<file path="config.mk">
export PLATFORM = sky130hd
export DESIGN_NAME = baud_rate_generator
export DESIGN_NICKNAME = d
export VERILOG_FILES = /design/src/rtl/baud_rate_generator.sv
export SDC_FILE = /design/constraint.sdc
export NUM_CORES = 1
export LEC_CHECK = 0
export CORE_MARGIN = 2
export CORE_UTILIZATION = 41
export CTS_BUF_LIST = sky130_fd_sc_hd__clkbuf_16
export DETAILED_ROUTE_END_ITERATION = 8
export PLACE_DENSITY = 0.73
export SLEW_MARGIN = 20
export SYNTH_ARGS = -nofsm -noshare
export SYNTH_HDL_FRONTEND = slang
export SYNTH_SLANG_ARGS = --single-unit
</file>
<file path="constraint.sdc">
create_clock -name clk -period 1.68 [get_ports clk]
set_input_delay 0.42 -clock clk [delete_from_list [all_inputs] [get_ports clk]]
set_output_delay 0.42 -clock clk [all_outputs]
set_load 0.05 [all_outputs]
</file>
<file path="src/rtl/baud_rate_generator.sv">
// ---------------------------------------------------------------------------
// baud_rate_generator
//
// Programmable baud-clock divider for the UART. Divides the 576 kHz system
// clock by 60, 30, 15 or 10 to give a square-wave baud_clk at 9600, 19200,
// 38400 or 57600 Hz. It also reports the active rate as a number.
//
// Parameters:
//   CLK_HZ    - system clock frequency (informational only)
//   CNT_W     - divider counter width, must hold 59
//
// Ports:
//   clk       - system clock, rising-edge active
//   reset     - asynchronous, active-high reset
//   sel[1:0]  - rate select: 00=9600, 01=19200, 10=38400, 11=57600
//   baud_clk  - registered square-wave baud clock
//   baud_rate - numeric baud rate currently in effect (from latched select)
//   baud_tick - one-cycle pulse on each period wrap (only with the
//               BAUD_GEN_TICK_EN macro defined)
//
// Optional feature macro: BAUD_GEN_TICK_EN
// ---------------------------------------------------------------------------
module baud_rate_generator #(
    parameter int CLK_HZ = 576000,
    parameter int CNT_W  = 6
) (
    input  logic        clk,
    input  logic        reset,
    input  logic [1:0]  sel,
    output logic        baud_clk,
    output logic [16:0] baud_rate
`ifdef BAUD_GEN_TICK_EN
    ,
    output logic        baud_tick
`endif
);

    // Elaboration-time sanity checks on the configuration.
    if (CNT_W < 6) begin : g_cnt_w_too_small
        $error("CNT_W must be at least 6 to hold a count of 59");
    end
    if (CLK_HZ <= 0) begin : g_clk_hz_invalid
        $error("CLK_HZ must be positive");
    end

    logic [1:0]       sel_q;
    logic [CNT_W-1:0] cnt;
    logic [CNT_W-1:0] cnt_inc;
    logic [CNT_W-1:0] lim_m1;   // L-1: last count of the period
    logic [CNT_W-1:0] half;     // floor(L/2): count at which baud_clk goes high

    // Divide limit and reported rate both follow the latched select, so a
    // select change only takes effect together with the restart.
    always_comb begin
        lim_m1    = CNT_W'(59);
        half      = CNT_W'(30);
        baud_rate = 17'd9600;
        case (sel_q)
            2'b00: begin lim_m1 = CNT_W'(59); half = CNT_W'(30); baud_rate = 17'd9600;  end
            2'b01: begin lim_m1 = CNT_W'(29); half = CNT_W'(15); baud_rate = 17'd19200; end
            2'b10: begin lim_m1 = CNT_W'(14); half = CNT_W'(7);  baud_rate = 17'd38400; end
            2'b11: begin lim_m1 = CNT_W'(9);  half = CNT_W'(5);  baud_rate = 17'd57600; end
            default: begin lim_m1 = CNT_W'(59); half = CNT_W'(30); baud_rate = 17'd9600; end
        endcase
    end

    assign cnt_inc = cnt + CNT_W'(1);

    // Rate-change restart has priority over the wrap; both leave cnt at 0
    // and baud_clk low, so a coincident change and wrap look the same.
    always_ff @(posedge clk or posedge reset) begin
        if (reset) begin
            sel_q    <= 2'b00;
            cnt      <= '0;
            baud_clk <= 1'b0;
        end else if (sel != sel_q) begin
            sel_q    <= sel;
            cnt      <= '0;
            baud_clk <= 1'b0;
        end else if (cnt == lim_m1) begin
            cnt      <= '0;
            baud_clk <= 1'b0;
        end else begin
            cnt      <= cnt_inc;
            baud_clk <= (cnt_inc >= half);
        end
    end

`ifdef BAUD_GEN_TICK_EN
    // Wrap only counts when no restart is happening on the same edge, so
    // the tick never fires on a rate change.
    logic wrap;
    assign wrap = (sel == sel_q) && (cnt == lim_m1);

    always_ff @(posedge clk or posedge reset) begin
        if (reset) begin
            baud_tick <= 1'b0;
        end else begin
            baud_tick <= wrap;
        end
    end
`endif

endmodule

</file>
## Yosys cells after proc, flatten, opt, wreduce, memory -nomap -nowiden

Index checks and enable logic that the tools add are counted.

- Register bits after elaboration: 9
- Logic and storage cells: 18
- Output and inout bits: 18

- Order comparisons: 1
- Mux-type cells: 7
- Reductions and logical operators: 1
- Add/sub/neg operators: 1
- Equal/unequal tests: 5

Operators by type and width:

| kind | number |
|---|---|
| $pmux W17 S4 | 1 |
| $pmux W6 S4 | 2 |
| $mux W6 | 2 |
| $add A6 B1 Y6 const B | 1 |
| $eq A6 B6 Y1 | 1 |
| $ge A6 B6 Y1 | 1 |
| $eq A2 B2 Y1 const B | 2 |
| $eq A2 B1 Y1 const B | 1 |
| $logic_not A2 Y1 | 1 |
| $mux W1 | 2 |
| $ne A2 B2 Y1 | 1 |

## Longest topological paths before layout

- Depth in word-level cells: 5
- Depth in mapped cells: 9

## Worst setup path after synthesis

No wires, ideal clock.

- Path kind: flip-flop to output port
- Start point: register sel_q[0]
- End point: output baud_rate[14]
- Path slack: -0.533 ns
- Arrival time: 1.793 ns
- Data required time: 1.260 ns
- Stages on the path, launching flop included: 5
- Cell sequence: dfrtp_1 inv_1 ha_1 buf_6 nor2_1

- Cells in the longest elaborated chain, start to end: 2
- Elaborated cells on any way between the ends: 5

Ends and longest elaborated chain:

| what | RTL line | source |
|---|---|---|
| from (decl) | 46 | `logic [1:0] sel_q;` |
| from (signal assigned) | 77 | `sel_q <= sel;` |
| $eq A2 B2 Y1 (tied with other cells) | 58 | `case (sel_q)` |
| $pmux W17 S4 * | 58 |  |
| to (decl) | 31 | `output logic [16:0] baud_rate` |

Every way passes the cells marked *; elsewhere a longest branch is shown, timed or not. The select of a mux whose other input is x is not followed.

## Final worst setup path

- Start point: register sel_q[0]
- End point: output baud_rate[15]

The elaborated chain is that of the path after synthesis.

==> flow_summary_export.csv <==
group,metric,value,unit
sta,number_of_max_slew_violations_in_the_final_report,0,
route,routed_wl,1785,um
floorplanning,die_area,2209,um2
setup_path,critPathLaunch,"sel_q[0]",
global_route,grtUsageTotal,18.91,%
layout,final_cells,136,
synth,netlist_top_cells_count,"ha_1 (12), dfrtp_1 (9), buf_4 (8), inv_1 (8), nor2_1 (8)",
synth,synth_area_per_cell,9.478,um2
sta,final-hold-violation-count,0,
layout,antenna_cells_inserted,0,
place,pre_cts_slack,-0.1208,ns
route,drt-vias-per-instance,4.566,
global_route,antenna_violations_before_repair,0,
power,max-vdd-ir-drop,0.5335,mV
setup_path,rr_startpoint,"sel_q[1]",
synth,post-synth-top-count-cell,"ha_1",
place,place.detailed.hpwl,1297,um
power,power_density,844.5,nW/um2
place,numPlacedInstances,127,
clock_tree,cts.hold.buffers_added,0,
setup_path,critPathArrivalTime,1.34,ns
setup_path,critical_path.startpoint_type,"flop",
synth,synth-edff-count,0,
route,dr_total_vias,621,
floorplanning,core_area,1727,um2
synth,post_synth_num_cell_types,26,
power,totalPowerFinal,1.078,mW
run_status,violations_in_the_final_reports,"negative setup slack",
clock_tree,clock_tree.buffer_depth,2,
floorplanning,die_width,47.01,um
setup_path,timing_worst_setup_path_type,"flop to primary output",
setup_path,cp_data_required_time,1.26,ns
clock_tree,clk_root_buffer_cell,"clkbuf_16",
clock_tree,clk_pin_slew_worst_paths,0.04,ns
sta,setup_repair_after_global_routing_missed_its_margin,"true",
sta,worst_hold_slack,0.4513,ns
layout,final_net_count,128,
route,first_iter_violations,8,
route,drcViolationCount,0,
synth,netlist_top_cells_area,"dfrtp_1 (30%), ha_1 (20%), buf_4 (7.9%)",
synth,ys_ff_latch,9,
power,leakage,0.5966,nW
place,place.gp.congestion,0.8191,
clock_tree,cts_tree,"done",
setup_path,cp_cell_sequence,"buf_4 -> ha_4 -> or2_4 -> buf_8",
synth,synth-async-reset-ratio,100.0,%
run,drv_cap,0,
clock_tree,clock_sinks,9,
layout,synthToLayoutAreaGrowth,68.32,%
clock_tree,clock_insertion_delay_worst_skew,0.23,ns
place,port_buffers,13,
synth,syn_area,758.2,um2
floorplanning,num_io_pins,22,
global_route,grt.overflow.total,0,
floorplanning,initial_core_util,43.91,%
synth,synth.top_cell.area_share,29.70,%
worst_hold_path,hold_path.class,"input port to async pin",
clock_tree,numCtsBuffers,3,
setup_path,critical_path.n_buffers_inverters,2,
sta,maxClockFrequency,0.5693,GHz
setup_path,biggest_fanout_along_the_worst_timing_path,3,
route,route.antenna.remaining_nets,0,
route,wire_per_inst,13.13,um
synth,ys_dominant_reg_cell,"dfrtp_1",
run_status,status,"finished, violations left",
synth,share_of_the_yosys_chip_area_belonging_to_registers,29.70,%
sta,timing.final.crit_share,104.6,%
global_route,grt_pass1_vias,646,
synth,gate_count_post_synth,80,
global_route,grt_start_max_net_pins,10,
setup_path,cp_peak_stage_delay,0.40,ns
synth,synth-warning-count,0,
setup_path,timing.critical_path.slowest_stage_cell,"dfrtp_1",
layout,post_route_cells_drive_above_1_share,51.35,%
synth,post-synth-top-area-cell,"dfrtp_1",
clock_tree,ctsHtreeMaxLevel,1,
sta,finalSetupViolations,6,
setup_path,worstSetupEndpointType,"primary output",
floorplanning,vertical_die_dimension,47.01,um
route,drt-pass1-iter-count,4,
sta,setup_slack,-0.07665,ns
global_route,first_pass_grt_wire_length,2849,um
sta,final_critical_period,1.757,ns
floorplanning,cell_row_count,15,
layout,final_core_util,73.91,%
sta,timing.clock.skew,0.0001755,ns
setup_path,critical-path-top-delay-family,"flip-flops",
through the flow:
| stage | instance area [um2] | TNS (ns) |
|---|---|---|
| 6_report | 1276 | -0.2554 |
| 5_1_grt | 1276 | -0.8208 |
| 4_1_cts | 1246 | -0.3289 |
| 3_5_place_dp | 1045 | -0.5869 |
| 3_3_place_gp | 1045 | -0.3224 |
| 2_1_floorplan | 802.0 | -0.3207 |
per-layer routing:
metal	part of all wire [%]	global-route usage (%)
met1	40	21.23
met2	56	33.97
met3	3.0	3.462
met4	1.4	9.444
met5	0	0
power breakdown:
part / total [mW] / switching [mW] / internal (mW) / leakage, nW
Clock: 0.406 / 0.0956 / 0.310 / 0.0423
Sequential: 0.243 / 0.0111 / 0.232 / 0.118
Combinational: 0.429 / 0.236 / 0.193 / 0.436
cells by family after synthesis:
kind of cell / count (synthesis) / synth area share (%)
xor+xnor: 10 / 11.55
compound gates: 7 / 9.240
simple gates: 22 / 14.85
fa+ha+maj: 12 / 19.80
flops: 9 / 29.70
other cells: 1 / 0.4946
buf+inv: 19 / 14.36
worst register-to-register path, cell delays in order (launching register included):
cell,delay [ns]
dfrtp_2,0.41
inv_4,0.07
ha_4,0.18
buf_4,0.14
a21o_1,0.16
a311oi_2,0.29
a22oi_2,0.08
buf_6,0.15
a31oi_2,0.14
registers in the layout, summed over array words and instances, names as in the netlist:
| name | flops |
|---|---|
| baud_clk | 1 |
| sel_q | 2 |
| cnt | 6 |
layout make-up:
class                   instances  area, um2
multi-input cells              59      544.3
flip-flops and latches          9      226.5
inverters                       8      37.54
clock buffers                   3      75.07
well taps                      25      31.28
repair buffers                 31      357.8
clock inverters                 1      3.754
fillers                       126      450.4
final timing paths:
check / endpoint / slack, ns / cells past startpoint
max: baud_rate[15] / -0.08 / 4
min: cnt[3] / 0.45 / 2
max reg2reg: baud_clk / -0.03 / 8
min reg2reg: cnt[0] / 0.59 / 2
max in group asynchronous: sel_q[1] / 0.95 / 2
min in group clk: cnt[0] / 0.59 / 2
what timing repair did:
action / 4_1_cts / 5_1_grt
setup buffers: 7 / 0
endpoints found under the setup margin: 7 / 15
gates resized for setup: 22 / 9
cloned: 0 / 0
pin swaps: 7 / 2
layout by cell type (no fill, tap or decap), drive strengths merged:
cell type / count
nand2: 2
buf: 28
nor2: 8
and3: 1
or2: 2
nand4bb: 1
a31oi: 1
ha: 12
a21o: 1
conb: 8
a22oi: 1
inv: 9
o31a: 1
nor2b: 2
nand2b: 1
clkdlybuf4s50: 3
xnor2: 6
nand3: 3
clkbuf: 3
dfrtp: 9
nor3: 1
a21oi: 1
a311oi: 1
xor2: 4
a2bb2oi: 1
nand4: 1
Power figures use the tool's default switching activity.
==> edit, RTL diff (same flow settings) <==
Add a define of `BAUD_GEN_TICK_EN`.
--- a/src/rtl/baud_rate_generator.sv
+++ b/src/rtl/baud_rate_generator.sv
@@ -20,6 +20,8 @@
 //
 // Optional feature macro: BAUD_GEN_TICK_EN
 // ---------------------------------------------------------------------------
+`define BAUD_GEN_TICK_EN
+
 module baud_rate_generator #(
     parameter int CLK_HZ = 576000,
     parameter int CNT_W  = 6
Check against the original RTL (old outputs only; new: baud_tick): equivalent (equiv_simple and equiv_induct, registers matched by name and starting in step).
==> edit against the original RTL <==
  * The flow still finishes with violations (negative setup slack)
  * Area after synthesis grew 4.3%
  * Total power grew 6.5%
  * Synthesized cell count grew 5.0%
  * Utilization grew 4.5 points
  * Setup slack lost 0.078 ns
  * Combinational power grew 4%
  * Die area grew 3.9%
  * Wire length grew 18%
  * Hold slack gained 0.016 ns
  * Sequential cell count grew 1
  * Design area grew 8.4%
  * Register-to-register slack lost 0.08 ns
  * Clock power grew 6.4%
  * Count of clock-buffer cells in the layout is the same
  * Critical path type unchanged
  * Highest routed layer unchanged
==> edit: results (changes against the original RTL) <==
** Synth
- Xor/xnor cell area share of the yosys netlist :: 11.1% (-0.48 points)
- The share of the yosys chip area belonging to registers came to 31.6% (+1.9 points).
- The post-synthesis cell area came to 791 sq um (+4.3%).
- The adder-cell area share of the yosys netlist was 19.0% (-0.81 points).
- Ranked by instance count, the synthesized netlist is headed by ha_1, dfrtp_1, buf_4, inv_1, nor2_1.
- The average footprint of a synthesized cell came to 9.41 sq um (-0.68%).
- Top cells by area, synth :: dfrtp_1, ha_1, buf_4
- Post-synthesis compound-gate area fraction :: 8.39% (-0.85 points)

** Global route
- Global Route met1 Usage :: 27.3% (+6.0 points)
- Met2 track demand over resource in global routing :: 36.0% (+2.0 points)
- GRT Util Overall :: 21.2% (+2.3 points)
- Largest net degree at the start of global routing :: 11 (+1)
- GRT met3 Usage :: 2.26% (-1.2 points)
- Vias in the first global route :: 677 (+4.8%)

** Routing
- The number of DRC markers in iteration 0 was 15 (+7).
- Total detailed-routing wirelength :: 2100 um (+18%)
- Drt wl/cell :: 15.1 um (+15%)
- Met3 WL :: 63 um (+17%)
- Wire length on met1 :: 895 um (+26%)
- The detailed-route vias per instance came to 4.81 (+5.4%).

** Power and ir drop
- The highest ir drop seen on vdd came to 405 uV (-24%).
- Internal power consumption :: 0.770 mW (+4.7%)

** Finish
- The area growth from synthesis to layout is 75.0%.
- The area used by sequential logic in the layout came to 253 sq um (+12%).
- The fraction of area in clock buffers and inverters is 5.70% (-0.48 points).
- The final-stage net count came to 131 (+2.3%).
- Multi-Input Combinational :: 62 (+5.1%)
- The count of fill cells added during filler insertion is 106 (-16%).
- Fraction of layout cells with a size suffix above 1 :: 53.5% (+2.2 points)
- The fraction of standard cell area in multi-input logic was 45.1% (+2.5 points).
- Non-clock buffering overhead :: 25.6% (-2.5 points)
- Number of sequential cells :: 10 (+1)
- The non-clock buffer instance count of the final layout is 30 (-3.2%).
- Leading registers by flop count :: cnt x6, sel_q x2

** Timing
- Setup-failing EPs final :: 13 (+7)
- Worst path setup slack after routing :: -0.155 ns (-0.0783 ns)
- The setup skew after layout is 0.00225 ns (+0.00207 ns).

** Worst setup path
- The register-to-register path setup slack was -0.11 ns (-0.08 ns).
- The largest individual stage delay along the critical path comes from the cell dfrtp_2.
- Delay of the slowest cell on the worst path :: 0.47 ns (+0.07 ns)
- Maximum fanout encountered on the critical timing path :: 4 (+1)
- The worst reg2reg path depth was 9 (+1).

** Placement
- The placer's final routability congestion estimate is 0.770 (-6.0%).
- Post-DP HPWL :: 1290 um (-0.66%)
- Placement Cell Area :: 1050 sq um (+0.24%)

** Outcome
- The final reports fail on negative setup slack.
- The flow ran to the end, but the final reports show violations.
edit: worst max-delay path by stage:
stage             start       endpoint  slack [ns]  cells after the start
2_1_floorplan  sel_q[1]       baud_clk       -0.08                      9
3_3_place_gp     sel[1]       baud_clk       -0.08                      5
3_5_place_dp     sel[1]       baud_clk       -0.14                      5
4_1_cts        sel_q[0]  baud_rate[14]       -0.09                      5
5_1_grt        sel_q[1]  baud_rate[15]       -0.17                      3
6_report       sel_q[1]  baud_rate[15]       -0.15                      3
edit: per-stage QoR:
| stage | worst slack [ns] | utilization [%] | TNS, ns |
|---|---|---|---|
| floorplan | -0.0773 | - | -0.324 |
| global placement | -0.0818 | 59.4 | -0.423 |
| detailed placement | -0.137 | 59.4 | -0.826 |
| CTS | -0.0935 | 73.2 | -0.519 |
| global route | -0.170 | 78.4 | -1.53 |
| finish | -0.155 | 78.4 | -0.699 |
edit: worst register-to-register path, stage by stage, from the launching register on:
cell      delay (ns)
dfrtp_2         0.47
inv_4           0.11
ha_4            0.17
buf_6           0.11
inv_4           0.03
ha_4            0.24
nand2b_4        0.10
a21oi_2         0.04
o31a_1          0.24
a31oi_1         0.17
edit: power groups by stage:
stage          sequential [mW]  clock (mW)  combinational (mW)
6_report                 0.270       0.432               0.446
5_1_grt                  0.271       0.449               0.481
4_1_cts                  0.268       0.435               0.408
3_5_place_dp             0.270           0               0.341
3_3_place_gp             0.269           0               0.338
2_1_floorplan            0.277           0               0.232
edit: timing repair:
item / CTS / global route
setup endpoints to repair: 15 / 17
setup buffers: 8 / 1
hold buffers: 0 / 0
gates resized for setup: 26 / 16
pin swaps: 3 / 5
